File: config.mk
export PLATFORM = sky130hd
export DESIGN_NAME = fetch_stage
export DESIGN_NICKNAME = d
export VERILOG_FILES = /design/src/rtl/rv32_pkg.sv /design/src/rtl/fetch_hold_buffer.sv /design/src/rtl/fetch_stage.sv
export SDC_FILE = /design/constraint.sdc
export NUM_CORES = 1
export LEC_CHECK = 0
export CAP_MARGIN = 15
export CORE_ASPECT_RATIO = 0.6
export CORE_MARGIN = 1
export CORE_UTILIZATION = 40
export CTS_CLUSTER_DIAMETER = 40
export DETAILED_ROUTE_END_ITERATION = 12
export PLACE_DENSITY = 0.65
export SYNTH_ARGS = -nofsm -noshare
export SYNTH_HDL_FRONTEND = slang
export SYNTH_SLANG_ARGS = --single-unit
File: constraint.sdc
create_clock -name clk -period 7.06 [get_ports clk]
set_clock_uncertainty 0.1 [all_clocks]
set_input_delay 2.118 -clock clk [delete_from_list [all_inputs] [get_ports clk]]
set_output_delay 2.118 -clock clk [all_outputs]
set_load 0.01 [all_outputs]
File: src/rtl/rv32_pkg.sv
// Shared RV32I pipeline constants: datapath width, reset/bubble values,
// base opcodes used by the decoder and hazard logic, and the IF action encoding.
package rv32_pkg;

  localparam int          XLEN      = 32;
  localparam logic [31:0] RESET_PC  = 32'h0000_0000;
  localparam logic [31:0] NOP_INSTR = 32'h0000_0013;

  localparam logic [6:0] OPC_LOAD   = 7'b0000011;
  localparam logic [6:0] OPC_STORE  = 7'b0100011;
  localparam logic [6:0] OPC_BRANCH = 7'b1100011;
  localparam logic [6:0] OPC_JAL    = 7'b1101111;
  localparam logic [6:0] OPC_JALR   = 7'b1100111;
  localparam logic [6:0] OPC_OP_IMM = 7'b0010011;
  localparam logic [6:0] OPC_OP     = 7'b0110011;
  localparam logic [6:0] OPC_LUI    = 7'b0110111;
  localparam logic [6:0] OPC_AUIPC  = 7'b0010111;

  typedef enum logic [1:0] {
    IF_ADVANCE = 2'd0,
    IF_STALL   = 2'd1,
    IF_FLUSH   = 2'd2,
    IF_RESET   = 2'd3
  } if_action_e;

  // Reset beats redirect, redirect beats stall.
  function automatic if_action_e if_action(input logic rst, input logic flush,
                                           input logic advance);
    if (rst)          return IF_RESET;
    else if (flush)   return IF_FLUSH;
    else if (!advance) return IF_STALL;
    else              return IF_ADVANCE;
  endfunction

endpackage

File: src/rtl/fetch_hold_buffer.sv
// One-entry parking slot for an instruction that returns from memory while IF is stalled.
module fetch_hold_buffer #(
  parameter int XLEN = 32
) (
  input  logic            clk,
  input  logic            rst,
  input  logic            load,
  input  logic            clear,
  input  logic            consume,
  input  logic [XLEN-1:0] pc_in,
  input  logic [31:0]     instr_in,
  output logic            valid,
  output logic [XLEN-1:0] pc,
  output logic [31:0]     instr
);

  always_ff @(posedge clk) begin
    if (rst || clear) begin
      valid <= 1'b0;
    end else if (load) begin
      valid <= 1'b1;
      pc    <= pc_in;
      instr <= instr_in;
    end else if (consume) begin
      valid <= 1'b0;
    end
  end

endmodule

File: src/rtl/fetch_stage.sv
// RV32I IF stage: PC register, 1-cycle-latency imem request, stall hold buffer and IF/ID register.
module fetch_stage #(
  parameter int                 XLEN      = rv32_pkg::XLEN,
  parameter logic [XLEN-1:0]    RESET_PC  = rv32_pkg::RESET_PC,
  parameter logic [31:0]        NOP_INSTR = rv32_pkg::NOP_INSTR
) (
  input  logic            clk,
  input  logic            rst,
  input  logic            IF_pcWriteEnable,
  input  logic            IF_flush,
  input  logic [XLEN-1:0] EX_branchTarget,
  output logic            imem_req,
  output logic [XLEN-1:0] imem_addr,
  input  logic [31:0]     imem_rdata,
  output logic [XLEN-1:0] ID_pc,
  output logic [XLEN-1:0] ID_pcPlus4,
  output logic [31:0]     ID_instr,
  output logic            ID_valid,
  output logic            IF_misalignedTarget
);
  import rv32_pkg::*;

  localparam logic [XLEN-1:0] PC_STEP = XLEN'(4);

  if_action_e      action;
  logic [XLEN-1:0] pc_q;
  logic            inflight_q;
  logic [XLEN-1:0] inflight_pc_q;
  logic [XLEN-1:0] tgt;

  logic            hold_valid;
  logic [XLEN-1:0] hold_pc;
  logic [31:0]     hold_instr;
  logic            hold_load;
  logic            hold_clear;
  logic            hold_consume;

  logic            id_load;
  logic            id_next_valid;
  logic [XLEN-1:0] id_next_pc;
  logic [31:0]     id_next_instr;

  always_comb begin
    action    = if_action(rst, IF_flush, IF_pcWriteEnable);
    tgt       = {EX_branchTarget[XLEN-1:2], 2'b00};
    imem_req  = !rst && (IF_flush || IF_pcWriteEnable);
    imem_addr = IF_flush ? tgt : pc_q;
  end

  always_ff @(posedge clk) begin
    if (rst) begin
      pc_q          <= RESET_PC;
      inflight_q    <= 1'b0;
      inflight_pc_q <= '0;
    end else if (imem_req) begin
      pc_q          <= imem_addr + PC_STEP;
      inflight_q    <= 1'b1;
      inflight_pc_q <= imem_addr;
    end else begin
      inflight_q    <= 1'b0;
    end
  end

  always_comb begin
    hold_load    = (action == IF_STALL) && inflight_q;
    hold_clear   = (action == IF_FLUSH);
    hold_consume = (action == IF_ADVANCE) && hold_valid;
  end

  fetch_hold_buffer #(.XLEN(XLEN)) u_hold (
    .clk      (clk),
    .rst      (rst),
    .load     (hold_load),
    .clear    (hold_clear),
    .consume  (hold_consume),
    .pc_in    (inflight_pc_q),
    .instr_in (imem_rdata),
    .valid    (hold_valid),
    .pc       (hold_pc),
    .instr    (hold_instr)
  );

  // A parked instruction is older than any response, so it is drained first.
  always_comb begin
    id_load       = 1'b0;
    id_next_valid = 1'b0;
    id_next_pc    = inflight_pc_q;
    id_next_instr = imem_rdata;
    case (action)
      IF_ADVANCE: begin
        id_load = 1'b1;
        if (hold_valid) begin
          id_next_valid = 1'b1;
          id_next_pc    = hold_pc;
          id_next_instr = hold_instr;
        end else if (inflight_q) begin
          id_next_valid = 1'b1;
        end
      end
      IF_FLUSH: id_load = 1'b1;
      default:  id_load = 1'b0;
    endcase
  end

  always_ff @(posedge clk) begin
    if (rst) begin
      ID_valid            <= 1'b0;
      ID_instr            <= NOP_INSTR;
      ID_pc               <= '0;
      ID_pcPlus4          <= '0;
      IF_misalignedTarget <= 1'b0;
    end else begin
      IF_misalignedTarget <= IF_flush && (|EX_branchTarget[1:0]);
      if (id_load) begin
        ID_valid <= id_next_valid;
        ID_instr <= id_next_valid ? id_next_instr : NOP_INSTR;
        if (id_next_valid) begin
          ID_pc      <= id_next_pc;
          ID_pcPlus4 <= id_next_pc + PC_STEP;
        end
      end
    end
  end

  // No request is issued while stalled, so a parked entry and a pending response never coexist.
  hold_exclusive: assert property (@(posedge clk) disable iff (rst) !(hold_valid && inflight_q));

endmodule

==> flow_metrics.tcl, run 1 <==
set metrics [dict create \
    status "completed" \
    htreeDepth 1 \
    netlist_area_sq_um 10100 \
    fin_area_sq_um 13300 \
    finalSetupViolCount 0 \
    ys_seq_area_share_pct 50.6 \
    cp-start-kind "primary input" \
    ir_worst_vdd_v 0.000158 \
    grt_pass1_wl_um 49500 \
    numCtsBuffers 28 \
    start_util_pct 41.3 \
    hpwl_um 22700 \
    synth_top_area_cell "dfxtp_1" \
    via_count 8947 \
    io_buffers 198 \
    slowest_delay_ns 0.53 \
    cts_tree "done" \
    hold_path_end "pc_q[11]" \
    relSlewSlack_pct 35.8 \
    antenna_found_initial 4 \
    row_count 44 \
    ant_nets 0 \
    routed_wl_um 32100 \
    vias_per_cell 5.53 \
    min_from "pc_q[11]" \
    drv_cap 0 \
    drt_pass1_iterations 5 \
    maxSlewViolCount 0 \
    setup.worst_path.end_class "output port" \
    drt_iter0_markers 787 \
    synth_edf_count 64 \
    async_reset_ff_share_pct 0 \
    synthToLayoutAreaGrowth_pct 31.1 \
    clock_path_buffers 3 \
    crit_family "buffers and inverters" \
    ctsResizeCount 0 \
    drc_errors 0 \
    synthCells 1108 \
    cts.sinks 224 \
    wire_per_inst_um 19.8 \
    grt_pass1_vias 8249 \
    ys_ff_latch 224 \
    clock_latency_ns 0.54 \
    path_class "in2out" \
    required_ns 4.84 \
    cts-root-buf "clkbuf_16" \
    io-pin-count 199 \
    overflow 0 \
    post_cts_buffers 0 \
    rr_worst_depth 10 \
    leakagePower_nw 4.68 \
    yosysTopAreaCellShare_pct 31.6 \
    crit_chain "buf_2, buf_12, mux2i_1, inv_1, clkdlybuf4s50_1" \
    min_period_ns 6.23 \
    core_area_sq_um 24500 \
    grt_max_degree 71 \
    period_share_pct 88.2 \
    clkTransAtPathRegs_ns 0.06 \
    gp_congestion 0.941 \
    max_freq_ghz 0.161 \
    yosysWarnings 0 \
    tns_ns 0 \
    critical_path_buf_inv_count 4 \
    hold_viol 0 \
    drive_above_1_share_pct 7.57 \
    syn_nets 1178 \
    r2r_end "ID_pcPlus4[22]" \
    fin_nets 1342 \
    r2r_setup_slack_ns 3.49 \
    yosysMostFrequentCell "dfxtp_1" \
    timing.rr.start "u_hold.valid" \
    ys.flop_type "dfxtp_1" \
    rsz0062_at_grt "false" \
    tightest_slew_ns 0.960 \
    synth_cell_type_count 65 \
    ys_top_cells_by_area "dfxtp_1, edfxtp_1, nand2_1" \
    power_frac_clock_pct 46.1 \
    cpMaxStageDelayCell "buf_2" \
    crit_fanout 34 \
    cts_hold_buf 0 \
    ys_top_cells_by_count "dfxtp_1, nand2_1, nor2_1, a21oi_1, edfxtp_1" \
    min_path_type "reg2reg" \
    fp.dieW_um 207 \
    dieArea_sq_um 26000 \
    holdPathStages 2 \
    power_frac_comb_pct 9.6 \
    p_sw_share_pct 25.2 \
    power.internal_mw 2.39 \
    grt_util_all_layers_pct 24.2 \
    cp.arrival_ns 4.01 \
    power_density_nw_per_um2 241 \
    die_h_um 125 \
    syn_area_per_cell_sq_um 9.14 \
    power_frac_seq_pct 44.3 \
    power_switching_mw 0.808 \
    dpl-instance-area_sq_um 12300 \
]
-- stage by stage --
stage                     hold WS [ns]  instances  power [mW]  util (%)  setup slack, ns
after floorplan                  0.307       1108        1.59         -             1.28
after global placement           0.331       1563        1.74      50.2            0.913
after detailed placement         0.345       1563        1.75      50.2            0.828
after CTS                        0.353       1615        3.22      54.2            0.826
after global routing             0.372       1616        3.31      54.2            0.743
final                            0.352       1618        3.20      54.2            0.834
-- worst max path at each step --
stage                     depth (start not counted)            end  slack [ns]     start
final                                             5  imem_addr[29]        0.83  IF_flush
after global placement                            5  imem_addr[29]        0.91  IF_flush
after CTS                                         5  imem_addr[29]        0.83  IF_flush
after detailed placement                          5  imem_addr[29]        0.83  IF_flush
after global routing                              5  imem_addr[29]        0.74  IF_flush
after floorplan                                   7  imem_addr[14]        1.28  IF_flush
-- kinds of logic after synthesis --
kind of cell,Yosys count,synth area share [%]
mux,61,6.21
simple gates,449,20.5
compound gates,222,14.1
flops,224,50.6
buf+inv,104,4.39
fa+ha+maj,2,0.247
xor+xnor,46,3.98
-- worst min-delay path, stage by stage (launching register included) --
cell,delay [ns]
dfxtp_1,0.31
nand2_1,0.05
a21oi_1,0.05
-- routing by layer --
layer | vias up | track usage, % | wire length, um
met1 | 4223 | 40.0 | 16900
met5 | - | 0 | 13
met2 | 405 | 30.8 | 11800
met4 | 2 | 3.99 | 390
li1 | 4289 | - | -
met3 | 28 | 5.95 | 2890
-- state kept, by name (all words and copies together), names as in the netlist --
signal,count
inflight_q,1
ID_valid,1
inflight_pc_q,30
pc_q,32
u_hold.pc,32
u_hold.valid,1
ID_pcPlus4,30
ID_instr,32
IF_misalignedTarget,1
ID_pc,32
u_hold.instr,32
-- final cells by class --
class	count	area [sq um]
Fill cell	2215	11200
Sequential cell	224	5120
Multi-Input combinational cell	780	4590
Timing Repair Buffer	212	2090
Clock buffer	38	841
Tap cell	322	403
Clock inverter	14	129
Inverter	26	97.6
Antenna cell	2	5.00
-- power by group through the flow --
stage / sequential, mW / clock, mW / combinational (mW)
final: 1.42 / 1.47 / 0.309
after global placement: 1.44 / 0 / 0.303
after CTS: 1.42 / 1.50 / 0.306
after detailed placement: 1.44 / 0 / 0.304
after floorplan: 1.43 / 0 / 0.158
after global routing: 1.42 / 1.55 / 0.332
-- cells in the final DEF, fill, tap and decap left out, types with 30 or more instances in the layout --
cell type	count
mux2i_1	46
nand3_1	59
clkbuf_16	30
a211oi_1	48
xnor2_1	33
dfxtp_1	160
edfxtp_1	64
nor2_1	127
a21oi_1	89
nand2_1	154
clkdlybuf4s50_1	196
(Power assumes the default switching activity.)
==> run 2, diff against run 1 <==
HOLD_SLACK_MARGIN = 0.06   (was default)
SLEW_MARGIN = 20   (was default)
clock period = 5.89 ns   (was 7.06 ns; I/O delays follow)
==> flow_metrics.tcl, run 2 (synthesis results as in run 1) <==
set metrics [dict create \
    drc_errors 0 \
    cp-startpoint "IF_flush" \
    tns_ns 0 \
    period_share_pct 93.1 \
    ant_nets 0 \
    gp_congestion 0.957 \
    power_density_nw_per_um2 283 \
    overflow 0 \
    setup_slack_ns 0.404 \
    cts_hold_buf 0 \
    dieArea_sq_um 26000 \
    max_freq_ghz 0.182 \
    n_antenna_cell 0 \
    drt_pass1_iterations 5 \
    drive_above_1_share_pct 7.86 \
    wire_per_inst_um 19.3 \
    vias_per_cell 5.50 \
    finalSetupViolCount 0 \
    clkTransAtPathRegs_ns 0.07 \
    drt_iter0_markers 712 \
    grt_pass1_vias 8289 \
    io_buffers 198 \
    required_ns 4.02 \
    htreeDepth 1 \
    post_cts_buffers 0 \
    cp.arrival_ns 3.62 \
    path_class "in2out" \
    clock_latency_ns 0.55 \
    antenna_found_initial 0 \
    final_common_cell "clkdlybuf4s50_1" \
    crit_fanout 27 \
    cp-start-kind "primary input" \
    min_path_type "reg2reg" \
    numCtsBuffers 27 \
    pre_cts_slack_ns 0.426 \
    tightest_slew_ns 0.862 \
    core_area_sq_um 24500 \
    status "completed" \
    hpwl_um 22500 \
    ctsResizeCount 0 \
    ir_worst_vdd_v 0.000190 \
    start_util_pct 41.3 \
    hold_viol 0 \
    utilization_pct 54.3 \
    drv_cap 0 \
    setup.worst_path.end_class "output port" \
    min_from "pc_q[30]" \
    grt_util_all_layers_pct 23.7 \
    die_h_um 125 \
    min_period_ns 5.49 \
    cts.sinks 224 \
    grt_pass1_wl_um 48800 \
    rsz0062_at_grt "false" \
    synthToLayoutAreaGrowth_pct 31.3 \
    leakagePower_nw 4.69 \
    cts_tree "done" \
    maxSlewViolCount 0 \
    cts-root-buf "clkbuf_16" \
    io-pin-count 199 \
    mostFrequentLayoutCells "clkdlybuf4s50_1, dfxtp_1, nand2_1" \
    grt_max_degree 87 \
    row_count 44 \
    routed_wl_um 31300 \
    via_count 8910 \
    clock_path_buffers 3 \
    fin_nets 1346 \
    whs_ns 0.344 \
    timing.rr.start "u_hold.valid" \
    relSlewSlack_pct 42.4 \
    fp.dieW_um 207 \
    fillers 2239 \
]
## run 2: cell count changes in the layout (fill, tap and decap cells not counted), moves of 2 or more
cell,change
buf_12,+2
buf_4,+3
clkbuf_1,-2
clkbuf_8,-5
clkinv_4,+6
diode_2,-2
inv_4,+2
inv_6,-4
inv_8,+2
## run 2: final timing paths
kind	end	slack (ns)	depth (start not counted)
max	imem_addr[29]	0.40	5
min	pc_q[30]	0.34	2
max reg2reg	ID_pcPlus4[22]	2.37	10
min reg2reg	pc_q[30]	0.34	2
## run 2: where the power goes
part / internal [mW] / switching (mW)
combinational: 0.173 / 0.199
sequential: 1.64 / 0.0593
clock: 0.979 / 0.717
## run 2: final cells by class
| type | instances | area, sq um | share of cell area (%) |
|---|---|---|---|
| Clock buffer | 30 | 739 | 5.56 |
| Clock inverter | 20 | 193 | 1.45 |
| Inverter | 26 | 97.6 | 0.734 |
| Multi-Input combinational cell | 780 | 4590 | 34.5 |
| Sequential cell | 224 | 5120 | 38.5 |
| Tap cell | 322 | 403 | 3.03 |
| Timing Repair Buffer | 217 | 2150 | 16.2 |
## run 2: worst max-delay path: stages
cell and delay (ns):
buf_2 0.47, buf_4 0.30, mux2i_1 0.43, inv_1 0.13, clkdlybuf4s50_1 0.50
## run 2: per-stage QoR
| step | area (sq um) | std cells | power (mW) |
|---|---|---|---|
| final | 13300 | 1619 | 3.77 |
| after global routing | 13300 | 1619 | 3.89 |
| after CTS | 13300 | 1619 | 3.79 |
| after detailed placement | 12400 | 1569 | 2.10 |
| after global placement | 12400 | 1569 | 2.09 |
| after floorplan | 10100 | 1108 | 1.90 |
## run 2: metal layers
metal | vias to the layer above | track usage, % | share of wire (%)
li1 | 4309 | - | -
met1 | 4177 | 38.9 | 53
met2 | 396 | 30.5 | 37
met3 | 28 | 5.83 | 9.0
met4 | 0 | 3.95 | 1.1
met5 | - | 0 | 0
